`src/rtl/clas_bias_streamer.sv`:
```
// clas_bias_streamer
//    Holds NUM_SETS sets of NUM_CH signed classifier biases and streams one
//    selected set, one bias per beat, to the classifier accumulator stage.
//
//    Optional feature macro: CLAS_BS_WR_EN
//       defined   : run-time write port, table is a register array that
//                   reloads its defaults on reset
//       undefined : no write port, table is a constant ROM
//
//    Ports
//       clk, rst                     clock, synchronous active-high reset
//       req_valid/req_set/req_ready  set-select request handshake
//       bias_valid/bias_ready        output beat handshake
//       bias_data                    signed bias of the current beat
//       bias_ch                      channel index of the current beat
//       bias_last                    final beat of the set
//       bias_err                     stream belongs to an out-of-range request
//       wr_en/wr_set/wr_ch/wr_data   table write (CLAS_BS_WR_EN only)
//
//    state    | meaning
//    ---------+---------------------------------------------------
//    S_IDLE   | waiting for a request, req_ready high
//    S_STREAM | presenting beats of the latched set, bias_valid high

module clas_bias_streamer #(
   parameter int DATA_WIDTH = 8,
   parameter int ADDR_WIDTH = 8,
   parameter int NUM_CH     = 6,
   parameter int NUM_SETS   = 4,
   localparam int CH_W      = $clog2(NUM_CH)
) (
   input  logic                         clk,
   input  logic                         rst,
   input  logic                         req_valid,
   input  logic [ADDR_WIDTH-1:0]        req_set,
   output logic                         req_ready,
   output logic                         bias_valid,
   input  logic                         bias_ready,
   output logic signed [DATA_WIDTH-1:0] bias_data,
   output logic [CH_W-1:0]              bias_ch,
   output logic                         bias_last,
   output logic                         bias_err
`ifdef CLAS_BS_WR_EN
   ,
   input  logic                         wr_en,
   input  logic [ADDR_WIDTH-1:0]        wr_set,
   input  logic [CH_W-1:0]              wr_ch,
   input  logic signed [DATA_WIDTH-1:0] wr_data
`endif
);

   localparam int SET_W = $clog2(NUM_SETS);
   // Wide enough that neither the address nor NUM_SETS gets truncated.
   localparam int CMP_W = ((ADDR_WIDTH > 32) ? ADDR_WIDTH : 32) + 1;

   typedef enum logic {S_IDLE, S_STREAM} state_t;

   state_t                         state;
   logic [SET_W-1:0]               set_q;
   logic [CH_W-1:0]                ch_q;
   logic                           err_q;
   logic                           ch_last;
   logic                           req_oor;
   logic signed [DATA_WIDTH-1:0]   tbl_rd;

   // Default contents: set 1 carries the trained biases, all else is zero.
   function automatic logic signed [DATA_WIDTH-1:0] def_val(input int s, input int c);
      int v;
      v = 0;
      if (s == 1) begin
         case (c)
            0:       v = 4;
            1:       v = -1;
            3:       v = -7;
            5:       v = -6;
            default: v = 0;
         endcase
      end
      return DATA_WIDTH'(v);
   endfunction

   assign req_oor = (CMP_W'(req_set) >= CMP_W'(NUM_SETS));
   assign ch_last = (ch_q == CH_W'(NUM_CH - 1));

`ifdef CLAS_BS_WR_EN
   logic signed [DATA_WIDTH-1:0] tbl [NUM_SETS][NUM_CH];
   logic                         wr_ok;

   assign wr_ok = (CMP_W'(wr_set) < CMP_W'(NUM_SETS)) && (int'(wr_ch) < NUM_CH);

   always_ff @(posedge clk) begin
      if (rst) begin
         for (int s = 0; s < NUM_SETS; s++) begin
            for (int c = 0; c < NUM_CH; c++) begin
               tbl[s][c] <= def_val(s, c);
            end
         end
      end else if (wr_en && wr_ok) begin
         tbl[SET_W'(wr_set)][wr_ch] <= wr_data;
      end
   end

   assign tbl_rd = tbl[set_q][ch_q];
`else
   assign tbl_rd = def_val(int'(set_q), int'(ch_q));
`endif

   always_ff @(posedge clk) begin
      if (rst) begin
         state      <= S_IDLE;
         set_q      <= '0;
         ch_q       <= '0;
         err_q      <= 1'b0;
         req_ready  <= 1'b1;
         bias_valid <= 1'b0;
      end else begin
         case (state)
            S_IDLE: begin
               if (req_valid) begin
                  state      <= S_STREAM;
                  // An out-of-range set latches index 0 so the table read
                  // always stays inside the array; err_q forces the data to 0.
                  set_q      <= req_oor ? '0 : SET_W'(req_set);
                  err_q      <= req_oor;
                  ch_q       <= '0;
                  req_ready  <= 1'b0;
                  bias_valid <= 1'b1;
               end
            end
            S_STREAM: begin
               if (bias_ready) begin
                  if (ch_last) begin
                     state      <= S_IDLE;
                     ch_q       <= '0;
                     err_q      <= 1'b0;
                     req_ready  <= 1'b1;
                     bias_valid <= 1'b0;
                  end else begin
                     ch_q <= ch_q + CH_W'(1);
                  end
               end
            end
            default: begin
               state      <= S_IDLE;
               req_ready  <= 1'b1;
               bias_valid <= 1'b0;
            end
         endcase
      end
   end

   assign bias_data = err_q ? '0 : tbl_rd;
   assign bias_ch   = ch_q;
   assign bias_last = bias_valid && ch_last;
   assign bias_err  = err_q;

endmodule

```
`config.mk`:
```
export PLATFORM = sky130hd
export DESIGN_NAME = clas_bias_streamer
export DESIGN_NICKNAME = d
export VERILOG_FILES = /design/src/rtl/clas_bias_streamer.sv
export SDC_FILE = /design/constraint.sdc
export NUM_CORES = 1
export LEC_CHECK = 0
export CORE_MARGIN = 2
export CORE_UTILIZATION = 35
export CTS_CLUSTER_SIZE = 20
export DETAILED_ROUTE_END_ITERATION = 8
export PLACE_DENSITY = 0.72
export SLEW_MARGIN = 20
export SYNTH_ARGS = -nofsm -noshare
export SYNTH_HDL_FRONTEND = slang
export SYNTH_SLANG_ARGS = --single-unit
```
`constraint.sdc`:
```
create_clock -name clk -period 2.24 [get_ports clk]
set_input_delay 0.224 -clock clk [delete_from_list [all_inputs] [get_ports clk]]
set_output_delay 0.224 -clock clk [all_outputs]
set_load 0.02 [all_outputs]
```
== Word-level counts from Yosys, hierarchy flattened ==
Index checks and enable logic that the tools add are counted.

* Register bits after elaboration: 9
* Bits of input ports: 12
* Output and inout port bits: 15
* Logic and storage cells: 43

* Add/subtract/negate cells: 1
* Magnitude comparators: 1
* Equal/unequal tests: 7
* Muxes and demuxes: 22
* Bitwise operators: 1
* Reduce and logical (&&, ||, !) cells: 5

{| class="wikitable"
|+ Operators by type and width
! kind !! count
|-
| one-hot mux 8 bit (4 select lines) || 1
|-
| 2-to-1 mux 8 bit || 2
|-
| 2-to-1 mux 1 bit || 10
|-
| 2-to-1 mux 3 bit || 3
|-
| greater-or-equal comparator 8 x 3 -> 1 bit, second input constant || 1
|-
| one-hot mux 1 bit (2 select lines) || 4
|-
| one-hot mux 3 bit (2 select lines) || 1
|-
| != test 2 bit, second input constant || 2
|-
| AND reduction 2 bit || 2
|-
| adder 3 x 1 -> 3 bit, second input constant || 1
|-
| equality test 3 x 1 -> 1 bit, second input constant || 1
|-
| equality test 3 x 2 -> 1 bit, second input constant || 1
|-
| equality test 3 bit, second input constant || 1
|-
| logical NOT 3 bit || 1
|-
| AND reduction 3 bit || 1
|-
| equality test 2 bit, second input constant || 1
|-
| 2-to-1 mux 2 bit || 1
|-
| != test 2 x 1 -> 1 bit, second input constant || 1
|-
| logical AND 1 bit || 1
|-
| NOT 1 bit || 1
|}

== Logic depth before layout (Yosys ltp) ==
* Depth after elaboration: 4
* Gate-level depth with buffers: 5
* Gate-level depth less buffers: 4

== Worst setup path after synthesis ==
OpenSTA, ideal clock, no wires.

* Path type: flip-flop to output port
* Start point: reg ch_q[0], in the netlist bias_ch[0]
* End point: out bias_data[4]
* Data arrival time: 1.522 ns
* Required time: 2.016 ns
* Path slack: 0.494 ns
* Cell stages (with the launch flop): 6
* Buffers on the path: 1
* Cell sequence: dfxtp_1 > and2_2 > ha_1 > nor2_1 > nor2_1 > buf_4

* Cells in the longest elaborated chain, start to end: 4
* Elaborated cells on any way between the ends: 7
* Those cells by class: 3 x eq/ne; 3 x mux; 1 x reduce/logical

{| class="wikitable"
|+ Ends and longest elaborated chain
! item !! line !! source
|-
| start, declared || 60 || <nowiki>logic [CH_W-1:0] ch_q;</nowiki>
|-
| start signal, assigned || 139 || <nowiki>ch_q <= ch_q + CH_W'(1);</nowiki>
|-
| equality test 3 bit, or another cell as far along || 71 || <nowiki>case (c)</nowiki>
|-
| one-hot mux 8 bit (4 select lines) * || 71 ||
|-
| 2-to-1 mux 8 bit * || 70 || <nowiki>if (s == 1) begin</nowiki>
|-
| 2-to-1 mux 8 bit * || 152 || <nowiki>assign bias_data = err_q ? '0 : tbl_rd;</nowiki>
|-
| end, declared || 39 || <nowiki>output logic signed [DATA_WIDTH-1:0] bias_data,</nowiki>
|}

Mark *: on every way between the ends. The rest lies on a longest branch, timed or not.

== Worst setup path after layout ==
* Start point: reg ch_q[0], in the netlist bias_ch[0]
* End point: out bias_data[6]

The elaborated chain is that of the path after synthesis.

==> metrics.cfg <==
[synthesis]
yosys_warnings = 0
ys_top_cells_by_area = dfxtp_1 36%, buf_4 6.1%, nor2_1 5.3%
synth.lib_cells_used.distinct = 28
syn-num-nets = 70
syn-cell-area_um2 = 494
synth_enable_flop_cells = 0
ys_top_cells_by_count = 9 x dfxtp_1, 7 x nor2_1, 4 x buf_4
synth_async_sr_flop_share_pct = 0
yosysSeqAreaShare_pct = 36.5
synth.largest_area_cell = dfxtp_1
synthesized_instance_count = 57
post_synth.cell_area_avg_um2 = 8.67
synth.ff_latch_count = 9
synth_ff_type = dfxtp_1
synthMostInstantiatedCell = dfxtp_1
synth_top_area_share_pct = 36.5

[place]
detailedPlacementHpwl_um = 861
place_ws_ns = 0.341
placed_cell_count = 93
numPortBuffers = 26
routabilityCongestion = 0.779

[critical_path]
cp_capture_point = bias_data[6]
path_max_fanout = 8
cp_slowest_cell = clkdlybuf4s50_1
worst-r2r-setup-slack_ns = 0.90
required_arrival_time_at_the_worst_endpoint_ns = 2.02
crit_path_cell_trace = and2_2 -> ha_1 -> nor2_1 -> nor2_1 -> clkdlybuf4s50_1
crit-reg2reg-launch = bias_ch[2]$_SDFFE_PP0P_
slowest_delay_ns = 0.65
critical_path.startpoint_type = register
critPathLaunch = bias_ch[0]$_SDFFE_PP0P_
critical_path.most_common_cell = nor2_1
critical_path_class = reg2out
critical_path_s_top_delay_family = buffers and inverters
r2r_end = bias_ch[2]$_SDFFE_PP0P_
worst_ep_arrival_time_ns = 1.92
worst_reg_to_reg_cells = 4
timing.critical_path.buf_inv = 1
critical_path_depth = 5
setup.worst_path.end_class = output pin

[die]
initial_utilization_pct = 37.5
horizontal_die_dimension_um = 41.6
die_height_um = 41.6
pin_count = 27
dieArea_mm2 = 0.00173
core_region_area_mm2 = 0.00132
placementRows = 13

[timing]
post-route-worst-setup-slack_ns = 0.0949
maxSlewHeadroom_pct = 75.0
grt_setup_unrepaired = yes
fin_crit_sh_pct = 95.8
finalWorstPathRequiredPeriod_ns = 2.15
timing.hold.ws_ns = 0.454
final_hold_viol_count = 0
post_route_skew_ns = 0.00411
setup_viol_count_final = 0
maxClockFrequency_ghz = 0.466
max_slew.worst_pin.slew_ns = 0.374
maxSlewViolCount = 0

[clocking]
clock_tree.htree_level_count = 1
cts_made_buffers = 3
clock_tree.root_cell = clkbuf_4
worst_path_clk_slew_ns = 0.06
cts_setup_buffers = 0
postCtsResizedCells = 0
post_cts_hold_buffer_count = 0
clock_tree_from_tritoncts = built
cts-root-to-sink-buffers = 2
clkSinkCount = 9
clk-insertion-delay-late_ns = 0.26

[global_routing]
grtUsageTotal_pct = 13.8
grt_start_max_net_pins = 11
grt_ovf = 0
grt_pass1_vias = 442
grt_first_pass_wirelength_um = 1880
antenna_found_initial = 0

[final_layout]
n_fill_cell = 122
proportion_of_layout_cells_with_a_drive_suffix_above_1_pct = 12.2
multiInputGateArea_um2 = 273
area_growth_syn_to_layout_pct = 56.5
insertedDiodeCount = 0
layout.area.seq_um2 = 180
layout.cells.non_filler = 97
num-nets-final = 96

[pwr]
ir_worst_vdd_mv = 0.286
power_per_cell_area_mw_per_mm2 = 474
static-leakage-power_nw = 0.325

[detailed_routing]
ant_nets = 0
routed_wire_length_per_instance_um = 11.4
drcViolationCount = 0
vias_per_cell = 4.98
drtPass1Iterations = 1
dr.first_iter.drc_count = 0
finalWirelength_um = 1100
routed-via-count = 483

[run_status]
run_status = completed

[min_path]
hold_path.class = reg2reg

[run]
maxCapViolations = 0

==> kinds of logic after synthesis <==
| family | after synthesis | share of synthesized area, % |
|---|---|---|
| multiplexers | 1 | 2.03 |
| AO/OA/AOI/OAI | 9 | 12.9 |
| flip-flops | 9 | 36.5 |
| adder cells (fa/ha/maj) | 1 | 2.53 |
| buffers and inverters | 7 | 8.35 |
| AND/OR/NAND/NOR | 30 | 37.7 |
==> tightest hold or removal path, cell delays in order (launching register included) <==
cell	delay [ns]
dfxtp_1	0.31
nand2_1	0.05
a21oi_1	0.05
==> routing by layer <==
layer  track usage (%)  share of wire, %  vias up
li1                  -                 -      248
met1              17.6                48      214
met2              20.0                44       19
met3              3.48               6.5        2
met4              9.68              0.91        0
met5                 0                 0        -
==> registers in the layout (all words and copies together) (netlist names) <==
signal	count
bias_ch	3
set_q	2
bias_err	1
bias_valid	1
req_ready	1
state	1
==> cell usage in the layout, fill, tap and decap left out, types with 2 or more instances in the layout <==
cell type / Yosys / layout
clkdlybuf4s50_1: 0 / 23
dfxtp_1: 9 / 9
nor2_1: 7 / 7
nand2_1: 3 / 3
nor3_1: 3 / 3
a21oi_1: 3 / 3
nand3_1: 3 / 3
a211o_1: 3 / 3
clkbuf_4: 0 / 3
dlymetal6s2s_1: 0 / 3
inv_1: 2 / 2
nand4_1: 2 / 2
==> through the flow <==
step / area, µm² / power [W] / util [%] / TNS, ns
2_1_floorplan: 494 / 0.000206 / - / 0
3_3_place_gp: 739 / 0.000243 / 56.1 / 0
3_5_place_dp: 739 / 0.000244 / 56.1 / 0
4_1_cts: 766 / 0.000371 / 58.1 / 0
5_1_grt: 773 / 0.000385 / 58.7 / -0.201
6_report: 773 / 0.000366 / 58.7 / 0
==> worst min-delay path by stage <==
stage / from / end / slack [ns] / cells past startpoint
finish: set_q[0]$_SDFFE_PP0P_ / set_q[0]$_SDFFE_PP0P_ / 0.45 / 2
CTS: set_q[0]$_SDFFE_PP0P_ / set_q[0]$_SDFFE_PP0P_ / 0.46 / 2
detailed placement: set_q[0]$_SDFFE_PP0P_ / set_q[0]$_SDFFE_PP0P_ / 0.45 / 2
global placement: set_q[0]$_SDFFE_PP0P_ / set_q[0]$_SDFFE_PP0P_ / 0.44 / 2
floorplan: req_set[0] / set_q[0]$_SDFFE_PP0P_ / 0.37 / 2
global route: req_ready$_SDFFE_PP1P_ / req_ready$_SDFFE_PP1P_ / 0.49 / 1
==> layout make-up <==
| type | instances | area share, % |
|---|---|---|
| multi-input cells | 41 | 35.3 |
| repair buffers | 26 | 34.6 |
| flip-flops and latches | 9 | 23.3 |
| clock buffers | 4 | 3.40 |
| well taps | 15 | 2.43 |
| inverters | 2 | 0.971 |
==> power breakdown <==
part | leakage, nW | switching [W] | internal (W) | total [W]
Clock | 0.0150 | 0.0000575 | 0.0000687 | 0.000126
Combinational | 0.236 | 0.0000297 | 0.0000368 | 0.0000665
Sequential | 0.0738 | 0.00000626 | 0.000167 | 0.000173
No activity file was read; power rests on OpenSTA's default activity.
